<file path="src/rtl/aibcr3_avmm2_rx_deframer_if.sv">
// Purpose: bundles the AVMM2 RX pad samples, deframer controls and deframer results into one port.
// Ports:   master = deframer side (consumes pad nibbles/rx_en/rx_ready, drives rx_* and counters);
//          slave  = surrounding logic (drives pad samples/rx_en/rx_ready, observes results).
interface aibcr3_avmm2_rx_deframer_if #(
  parameter int PAYLOAD_W = 40,
  parameter int CNT_W     = 16
) ();
  logic [1:0]           avmm2_odat0;  // rising-edge samples, lanes [1:0]
  logic [1:0]           avmm2_odat1;  // falling-edge samples, lanes [1:0]
  logic                 rx_en;
  logic                 rx_ready;
  logic [PAYLOAD_W-1:0] rx_data;
  logic                 rx_valid;
  logic                 rx_err;
  logic                 rx_ovf;
  logic                 rx_busy;
  logic [CNT_W-1:0]     frame_cnt;
  logic [7:0]           err_cnt;

  modport master (
    input  avmm2_odat0, avmm2_odat1, rx_en, rx_ready,
    output rx_data, rx_valid, rx_err, rx_ovf, rx_busy, frame_cnt, err_cnt
  );

  modport slave (
    output avmm2_odat0, avmm2_odat1, rx_en, rx_ready,
    input  rx_data, rx_valid, rx_err, rx_ovf, rx_busy, frame_cnt, err_cnt
  );
endinterface

</file>
<file path="src/rtl/aibcr3_avmm2_rx_deframer.sv">
// Purpose: assembles SOF-delimited, XOR-checked frames from the AVMM2 RX DDR nibble stream.
// Latency: SOF in cycle 0 -> rx_valid/rx_err/rx_ovf in cycle PAYLOAD_NIBBLES+2.
// Backpressure: single holding register; a good frame arriving while it is full and not
//               being drained is dropped and flagged on rx_ovf.
// Ports: avmm_rx_clk/avmm_rx_rst (sync, active-high) plain; everything else via bus (master).
module aibcr3_avmm2_rx_deframer #(
  parameter int         PAYLOAD_NIBBLES = 10,
  parameter logic [3:0] SOF_NIBBLE      = 4'hF,
  parameter int         CNT_W           = 16
) (
  input  logic                            avmm_rx_clk,
  input  logic                            avmm_rx_rst,
  aibcr3_avmm2_rx_deframer_if.master      bus
);
  localparam int PAYLOAD_W = 4 * PAYLOAD_NIBBLES;
  localparam int NIB_CW    = $clog2(PAYLOAD_NIBBLES + 1);

  typedef enum logic [1:0] {S_IDLE, S_PAYLOAD, S_CHECK} state_t;

  state_t               state_q, state_d;
  logic [NIB_CW-1:0]    nib_cnt_q, nib_cnt_d;
  logic [3:0]           acc_q, acc_d;
  logic [PAYLOAD_W-1:0] shift_q, shift_d;
  logic [PAYLOAD_W-1:0] data_q, data_d;
  logic                 valid_q, valid_d;
  logic                 err_q, err_d;
  logic                 ovf_q, ovf_d;
  logic                 busy_q, busy_d;
  logic [CNT_W-1:0]     frame_cnt_q, frame_cnt_d;
  logic [7:0]           err_cnt_q, err_cnt_d;
  logic [3:0]           nib;

  // Bit 0 = lane 0 rising, bit 1 = lane 0 falling, bit 2 = lane 1 rising, bit 3 = lane 1 falling.
  assign nib = {bus.avmm2_odat1[1], bus.avmm2_odat0[1], bus.avmm2_odat1[0], bus.avmm2_odat0[0]};

  always_comb begin
    state_d     = state_q;
    nib_cnt_d   = nib_cnt_q;
    acc_d       = acc_q;
    shift_d     = shift_q;
    data_d      = data_q;
    valid_d     = valid_q;
    err_d       = 1'b0;
    ovf_d       = 1'b0;
    frame_cnt_d = frame_cnt_q;
    err_cnt_d   = err_cnt_q;

    // Drain first; a commit below in the same cycle overrides it and refills the register.
    if (valid_q && bus.rx_ready) begin
      valid_d = 1'b0;
    end

    case (state_q)
      S_IDLE: begin
        if (bus.rx_en && nib == SOF_NIBBLE) begin
          state_d   = S_PAYLOAD;
          nib_cnt_d = '0;
          acc_d     = '0;
        end
      end
      S_PAYLOAD: begin
        if (!bus.rx_en) begin
          state_d = S_IDLE;
        end else begin
          // SOF-valued nibbles are plain data here.
          shift_d[{nib_cnt_q, 2'b00} +: 4] = nib;
          acc_d     = acc_q ^ nib;
          nib_cnt_d = nib_cnt_q + NIB_CW'(1);
          if (nib_cnt_q == NIB_CW'(PAYLOAD_NIBBLES - 1)) begin
            state_d = S_CHECK;
          end
        end
      end
      S_CHECK: begin
        state_d = S_IDLE;
        if (bus.rx_en) begin
          if (nib == acc_q) begin
            frame_cnt_d = frame_cnt_q + CNT_W'(1);
            if (!valid_q || bus.rx_ready) begin
              data_d  = shift_q;
              valid_d = 1'b1;
            end else begin
              ovf_d = 1'b1;
            end
          end else begin
            err_d = 1'b1;
            if (err_cnt_q != 8'hFF) begin
              err_cnt_d = err_cnt_q + 8'd1;
            end
          end
        end
      end
      default: state_d = S_IDLE;
    endcase

    busy_d = (state_d != S_IDLE);
  end

  always_ff @(posedge avmm_rx_clk) begin
    if (avmm_rx_rst) begin
      state_q     <= S_IDLE;
      nib_cnt_q   <= '0;
      acc_q       <= '0;
      shift_q     <= '0;
      data_q      <= '0;
      valid_q     <= 1'b0;
      err_q       <= 1'b0;
      ovf_q       <= 1'b0;
      busy_q      <= 1'b0;
      frame_cnt_q <= '0;
      err_cnt_q   <= '0;
    end else begin
      state_q     <= state_d;
      nib_cnt_q   <= nib_cnt_d;
      acc_q       <= acc_d;
      shift_q     <= shift_d;
      data_q      <= data_d;
      valid_q     <= valid_d;
      err_q       <= err_d;
      ovf_q       <= ovf_d;
      busy_q      <= busy_d;
      frame_cnt_q <= frame_cnt_d;
      err_cnt_q   <= err_cnt_d;
    end
  end

  assign bus.rx_data   = data_q;
  assign bus.rx_valid  = valid_q;
  assign bus.rx_err    = err_q;
  assign bus.rx_ovf    = ovf_q;
  assign bus.rx_busy   = busy_q;
  assign bus.frame_cnt = frame_cnt_q;
  assign bus.err_cnt   = err_cnt_q;
endmodule
</file>
<file path="src/flat_wrapper.sv">
// flat-port wrapper written by rule: the top's interface ports become plain ports
module aibcr3_avmm2_rx_deframer_flat 
#(
  parameter int         PAYLOAD_NIBBLES = 10,
  parameter logic [3:0] SOF_NIBBLE      = 4'hF,
  parameter int         CNT_W           = 16
)
  (avmm_rx_clk, avmm_rx_rst, bus_avmm2_odat0, bus_avmm2_odat1, bus_rx_en, bus_rx_ready, bus_rx_data, bus_rx_valid, bus_rx_err, bus_rx_ovf, bus_rx_busy, bus_frame_cnt, bus_err_cnt);
  aibcr3_avmm2_rx_deframer_if #(.CNT_W(CNT_W)) bus_i ();
  input  logic avmm_rx_clk;
  input  logic avmm_rx_rst;
  input wire logic [$bits(bus_i.avmm2_odat0)-1:0] bus_avmm2_odat0;
  input wire logic [$bits(bus_i.avmm2_odat1)-1:0] bus_avmm2_odat1;
  input wire logic [$bits(bus_i.rx_en)-1:0] bus_rx_en;
  input wire logic [$bits(bus_i.rx_ready)-1:0] bus_rx_ready;
  output wire logic [$bits(bus_i.rx_data)-1:0] bus_rx_data;
  output wire logic [$bits(bus_i.rx_valid)-1:0] bus_rx_valid;
  output wire logic [$bits(bus_i.rx_err)-1:0] bus_rx_err;
  output wire logic [$bits(bus_i.rx_ovf)-1:0] bus_rx_ovf;
  output wire logic [$bits(bus_i.rx_busy)-1:0] bus_rx_busy;
  output wire logic [$bits(bus_i.frame_cnt)-1:0] bus_frame_cnt;
  output wire logic [$bits(bus_i.err_cnt)-1:0] bus_err_cnt;
  assign bus_i.avmm2_odat0 = bus_avmm2_odat0;
  assign bus_i.avmm2_odat1 = bus_avmm2_odat1;
  assign bus_i.rx_en = bus_rx_en;
  assign bus_i.rx_ready = bus_rx_ready;
  assign bus_rx_data = bus_i.rx_data;
  assign bus_rx_valid = bus_i.rx_valid;
  assign bus_rx_err = bus_i.rx_err;
  assign bus_rx_ovf = bus_i.rx_ovf;
  assign bus_rx_busy = bus_i.rx_busy;
  assign bus_frame_cnt = bus_i.frame_cnt;
  assign bus_err_cnt = bus_i.err_cnt;
  aibcr3_avmm2_rx_deframer #(.PAYLOAD_NIBBLES(PAYLOAD_NIBBLES), .SOF_NIBBLE(SOF_NIBBLE), .CNT_W(CNT_W)) u_core (.avmm_rx_clk(avmm_rx_clk), .avmm_rx_rst(avmm_rx_rst), .bus(bus_i));
endmodule
</file>
<file path="config.mk">
export PLATFORM = sky130hd
export DESIGN_NAME = aibcr3_avmm2_rx_deframer_flat
export DESIGN_NICKNAME = d
export VERILOG_FILES = /design/src/rtl/aibcr3_avmm2_rx_deframer_if.sv /design/src/rtl/aibcr3_avmm2_rx_deframer.sv /design/src/flat_wrapper.sv
export SDC_FILE = /design/constraint.sdc
export NUM_CORES = 1
export LEC_CHECK = 0
export BUFFER_PORTS_ARGS = -buffer_cell sky130_fd_sc_hd__buf_2
export CAP_MARGIN = 5
export CORE_AREA = 5 5 101 103
export CTS_BUF_LIST = sky130_fd_sc_hd__clkbuf_8 sky130_fd_sc_hd__clkbuf_16
export DETAILED_ROUTE_END_ITERATION = 8
export DIE_AREA = 0 0 106 108
export PLACE_DENSITY = 0.77
export SYNTH_ARGS = -nofsm -noshare
export SYNTH_HDL_FRONTEND = slang
export SYNTH_SLANG_ARGS = --single-unit
export TNS_END_PERCENT = 5
</file>
<file path="constraint.sdc">
create_clock -name avmm_rx_clk -period 3.4 [get_ports avmm_rx_clk]
set_input_delay 1.02 -clock avmm_rx_clk [delete_from_list [all_inputs] [get_ports avmm_rx_clk]]
set_output_delay 1.02 -clock avmm_rx_clk [all_outputs]
set_load 0.03 [all_outputs]
</file>
# After elaboration in Yosys (flattened, before gate mapping)
# Cells that the tools add are included.
[totals] reg_bits=118 latch_bits=0 mem_bits_rw=0 mem_bits_ro=0 output_inout_bits=68 wordCells=60 memories=0
[classes] addsub=4 n_mul=0 div=0 order_cmp=0 eq_ne=8 n_shift=2 muxes=17 n_bitwise=4 n_reduce_logical=14
[ops] op="40-bit bitwise mux" n=1
[ops] op="4-bit by 8-bit variable shift with 40-bit output, first input constant" n=1
[ops] op="4-bit by 8-bit indexed part select with 40-bit output" n=1
[ops] op="16-bit by 1-bit adder with 16-bit output, second input constant" n=1
[ops] op="4-bit one-hot mux with 2 select lines" n=2
[ops] op="4-bit 2-to-1 mux" n=3
[ops] op="8-bit by 1-bit adder with 8-bit output, second input constant" n=1
[ops] op="4-bit equality test, second input constant" n=2
[ops] op="8-bit inequality test, second input constant" n=1
[ops] op="6-bit negation with 8-bit output" n=1
[ops] op="4-bit AND reduction" n=2
[ops] op="1-bit 2-to-1 mux" n=7
[ops] op="2-bit 2-to-1 mux" n=3
[ops] op="3-bit AND reduction" n=2
[ops] op="4-bit by 1-bit adder with 4-bit output, second input constant" n=1
[ops] op="4-bit equality test" n=1
[ops] op="2-bit one-hot mux with 2 select lines" n=1
[ops] op="2-bit nonzero test" n=2
[ops] op="4-bit OR reduction" n=1
[ops] op="4-bit XOR" n=1
[ops] op="1-bit NOT" n=3
[ops] op="3-bit OR reduction" n=1
[ops] op="2-bit by 1-bit equality test with 1-bit output, second input constant" n=1
[ops] op="2-bit equality test, second input constant" n=1
[ops] op="other kinds (7)" n=8

# Logic depth before layout (Yosys ltp)
[logic_depth] ltp_word=6 depth_mapped=8

# Least setup slack after synthesis
# No wires, ideal clock.
[synth_timing] kind="input port to flip-flop" from="input port bus_avmm2_odat1[0]" to="register u_core.frame_cnt_q[12], in the netlist u_core.bus.frame_cnt[12]" setup_ns=0.135 arrival_ns=2.520 t_required_ns=3.265 path_slack_ns=0.745 stages=7 path_cell_list="clkbuf_1 > xor2_1 > or4_4 > buf_6 > buf_2 > o311ai_0 > o41ai_1"
[synth_via] elab_chain_len=2
[synth_lines] element="start, declared" line_no="flat_wrapper.sv:13" rtl="input wire logic [$bits(bus_i.avmm2_odat1)-1:0] bus_avmm2_odat1;"
[synth_lines] element="4-bit equality test" line_no="aibcr3_avmm2_rx_deframer.sv:77" rtl="if (nib == acc_q) begin"
[synth_lines] element="3-bit AND reduction (no line)"
[synth_lines] element="end signal, assigned" line_no="aibcr3_avmm2_rx_deframer.sv:122" rtl="frame_cnt_q <= frame_cnt_d;"
[synth_lines] element="end, declared" line_no="aibcr3_avmm2_rx_deframer.sv:29" rtl="logic [CNT_W-1:0] frame_cnt_q, frame_cnt_d;"
# Every way passes these cells.
# A chain may end at the register's enable or synchronous reset.

# Final worst setup path
[layout_timing] from="input port bus_avmm2_odat0[0]" to="register u_core.frame_cnt_q[3], in the netlist u_core.bus.frame_cnt[3]"
[layout_via] elab_chain_len=2
[layout_lines] element="start, declared" line_no="flat_wrapper.sv:12" rtl="input wire logic [$bits(bus_i.avmm2_odat0)-1:0] bus_avmm2_odat0;"
[layout_lines] element="4-bit equality test" line_no="aibcr3_avmm2_rx_deframer.sv:77"
[layout_lines] element="3-bit AND reduction (no line)"
# Every way passes these cells.

==> impl_table.tex <==
\begin{tabular}{lr}
\hline
Metric & Value \\
\hline
\multicolumn{2}{l}{\textbf{STA}} \\
Final setup skew & 0.0121 ns \\
Period utilization & 68.8\% \\
Final hold vios & 0 \\
Post-Route Hold Slack & 0.452 ns \\
Transition time at the pin with the least slew margin & 0.785 ns \\
Top achievable clock speed & 428 MHz \\
Final-report setup violation count & 0 \\
Total negative slack for setup checks & 0 ns \\
Time the worst path needs with I/O delays and setup & 2.34 ns \\
Unrepaired setup endpoints after global routing & false \\
Final slew viol count & 0 \\
Max\_slew headroom & 47.0\% \\
\multicolumn{2}{l}{\textbf{Placement}} \\
Final Wtd Congestion & 0.794 \\
Post-detail-place hpwl & 7700 um \\
Number of buffers added on ports & 75 \\
\multicolumn{2}{l}{\textbf{Global route}} \\
Pin count of the biggest net entering global routing & 44 \\
Initial antenna violation count & 0 \\
Overflow left after global routing & 0 \\
Global-route wire length before repair & 19200 um \\
Vias in the first global route & 3904 \\
GRT Total Usage & 21.0\% \\
\multicolumn{2}{l}{\textbf{Route}} \\
Total Wirelength & 11600 um \\
Number of vias per cell & 5.65 \\
Average wire length per cell after detail routing & 16.1 um \\
Total iterations of the first detailed-routing run & 4 \\
Number of design-rule violations left by the first detailed-router iteration & 300 \\
Total DRC errors in the routed layout & 0 \\
Vias after detailed routing & 4068 \\
ANT nets after route & 0 \\
\multicolumn{2}{l}{\textbf{Clock tree}} \\
Insertion delay of the later-clocked pin in the worst-skew pair & 0.52 ns \\
Setup bufs post-CTS & 0 \\
Clock Tree Root & clkbuf\_8 \\
Number of buffers between clock root and the deepest sink & 2 \\
Number of buffers created by CTS & 17 \\
Number of gates resized after CTS & 0 \\
TritonCTS clock tree & built \\
Count of hold buffers inserted by post-cts repair & 0 \\
H-tree depth & 4 \\
Clk slew on worst S/H paths & 0.06 ns \\
TritonCTS sink count & 118 \\
\multicolumn{2}{l}{\textbf{Synthesis}} \\
Ys flop type & dfxtp\_1 \\
Cell Area, Synth & 4980 um2 \\
Cell taking the most area after synthesis & dfxtp\_1 \\
Number of distinct standard cells referenced by the synthesized netlist & 45 \\
Synth warnings & 0 \\
Post-Syn Instances & 530 \\
Yosys reg bits & 118 \\
Mean area per synthesized cell & 9.39 um2 \\
Share of synthesized flip-flops with an asynchronous set or reset & 0\% \\
Dominant cells by area after synthesis & dfxtp\_1 47\%, mux2i\_1 16\%, nand2\_1 7.5\% \\
Sequential-to-total area share from yosys stat & 47.5\% \\
Number of flops mapped to enable cells by yosys & 0 \\
Syn\_nets & 544 \\
Share of the synthesized area in the top cell type & 47.5\% \\
\multicolumn{2}{l}{\textbf{Critical path}} \\
Crit Path Max Fanout & 29 \\
Number of buffer and inverter instances along the worst setup path & 1 \\
Worst setup endpoint & u\_core.bus.frame\_cnt[3] \\
Worst setup path category & in2reg \\
Worst reg2reg endpoint & u\_core.shift\_q[30] \\
Number of logic stages on the critical path including buffering & 5 \\
CP Data Arrival Time & 2.78 ns \\
Ordered cell list for the critical path & buf\_2, xor2\_2, or4\_4, or4\_1, a21oi\_1 \\
Startpoint kind of the worst setup timing path & primary input \\
R2R Setup Slk & 1.23 ns \\
Number of cells on the worst reg-to-reg path & 6 \\
Highest cell delay on the worst timing path & 0.70 ns \\
Critical path endpoint category & register \\
Worst path slowest cell & or4\_4 \\
Crit. Startpoint & bus\_avmm2\_odat0[0] \\
FF-to-FF Start & u\_core.nib\_cnt\_q[0] \\
Crit path required time & 3.84 ns \\
Kind of cell with the highest combined delay on the critical path & simple AND/OR/NAND/NOR gates \\
\multicolumn{2}{l}{\textbf{Floorplanning}} \\
Number of standard-cell rows in the floorplan & 35 \\
Initial Util & 54.6\% \\
Die X-Extent & 106 um \\
Die Ht & 108 um \\
I/O pins & 76 \\
Floorplan die area & 11400 um2 \\
Floorplan core area & 9110 um2 \\
\multicolumn{2}{l}{\textbf{Power}} \\
P per Cell Area & 523 nW/um2 \\
Power spent charging and discharging nets & 0.000704 W \\
Leakage & 2.66 nW \\
Worst vdd ir & 340 uV \\
Portion of total power attributed to combinational logic & 2.2\% \\
Switching share of total power & 22.6\% \\
Sequential power share & 44.4\% \\
Cell-internal power & 0.00241 W \\
Fraction of power consumed by the clock network & 53.4\% \\
Total design power & 0.00312 W \\
\multicolumn{2}{l}{\textbf{Outcome}} \\
Result of the run & complete, no violations \\
\multicolumn{2}{l}{\textbf{Hold path}} \\
Class of the worst hold path & reg2reg \\
\multicolumn{2}{l}{\textbf{Finish}} \\
Layout Area Growth over Synthesis & 19.8\% \\
Commonest non-fill, non-tap cell in the layout & dfxtp\_1 \\
Leading cell types in the layout, fill and taps excluded & 118 x dfxtp\_1, 99 x nand2\_1, 80 x mux2i\_1, 75 x buf\_2 \\
Fraction of layout cells with a size suffix above 1 & 21.3\% \\
Number of nets in the finished design & 610 \\
Antenna Diode Count & 0 \\
\multicolumn{2}{l}{\textbf{Job}} \\
Total of max-cap violations & 0 \\
\hline
\end{tabular}
worst min-delay path by stage:
| stage | start | endpoint | cells past startpoint |
|---|---|---|---|
| 2_1_floorplan | u_core.shift_q[0] | u_core.bus.rx_data[0] | 2 |
| 3_3_place_gp | u_core.bus.rx_data[0] | u_core.bus.rx_data[0] | 2 |
| 3_5_place_dp | u_core.bus.rx_data[38] | u_core.bus.rx_data[38] | 2 |
| 4_1_cts | u_core.bus.rx_data[3] | u_core.bus.rx_data[3] | 2 |
| 5_1_grt | u_core.bus.rx_data[27] | u_core.bus.rx_data[27] | 2 |
| 6_report | u_core.bus.rx_data[3] | u_core.bus.rx_data[3] | 2 |
state kept, by name (all words and copies together) (netlist names):
register	count
u_core.bus.rx_valid	1
u_core.nib_cnt_q	4
u_core.shift_q	40
u_core.bus.rx_ovf	1
u_core.bus.err_cnt	8
u_core.state_q	2
u_core.bus.rx_data	40
u_core.bus.rx_err	1
u_core.bus.frame_cnt	16
u_core.acc_q	4
u_core.bus.rx_busy	1
metal layers:
layer  up-vias  wire length, um  GRT usage, %
li1       2035                -             -
met1      1919             5200          27.2
met2       100             5610          33.6
met3        14              607          5.55
met4         0              159          8.60
met5         -                0             0
cell usage after synthesis, drive strengths merged, types with 3 or more instances:
cell      n
or2       9
mux2i    80
nand4     9
o41ai     8
xor2      4
dfxtp   118
nand3    22
nor4      4
o21ai    11
o31ai     9
inv       6
or3       6
nor3      5
nand2b    3
clkbuf   25
a21oi    22
nor2     18
or4       8
ha        6
o311ai    9
and3     10
buf      11
nand3b    8
nand2    99
final cells by class:
type / instances / area, um2
fill: 736 / 3150
multi-input combinational: 370 / 2430
sequential: 118 / 2360
timing repair buffer: 83 / 448
clock buffer: 19 / 442
tap: 111 / 139
clock inverter: 13 / 120
inverter: 6 / 22.5
stage by stage:
stage	util, %	setup slack [ns]	cell area (um2)	instances
floorplan	-	0.745	4980	530
global placement	59.3	0.607	5400	688
detailed placement	59.3	0.563	5400	688
CTS	65.5	1.08	5960	720
global route	65.5	0.957	5960	720
finish	65.5	1.06	5960	720
cell families after synthesis:
group	share of synthesized area, %
AOI/OAI and AO/OA	9.18
muxes	16.1
xor gates and xnor gates	1.03
DFF	47.5
buffers and inverters	3.90
adders and majority gates	1.51
and+or+nand+nor	20.8
worst register-to-register path, stage by stage (launching register included):
cell and delay (ns):
dfxtp_1 0.58, inv_1 0.15, ha_1 0.29, nand2b_1 0.17, a21oi_1 0.29, nand3_1 0.32, mux2i_1 0.28
power groups by stage:
stage | logic, W | clock network (W) | registers [W]
after floorplan | 0.0000481 | 0 | 0.00142
after global placement | 0.0000649 | 0 | 0.00142
after detailed placement | 0.0000669 | 0 | 0.00142
after CTS | 0.0000676 | 0.00169 | 0.00139
after global routing | 0.0000743 | 0.00177 | 0.00138
final | 0.0000684 | 0.00167 | 0.00139
No activity file was read; power rests on OpenSTA's default activity.
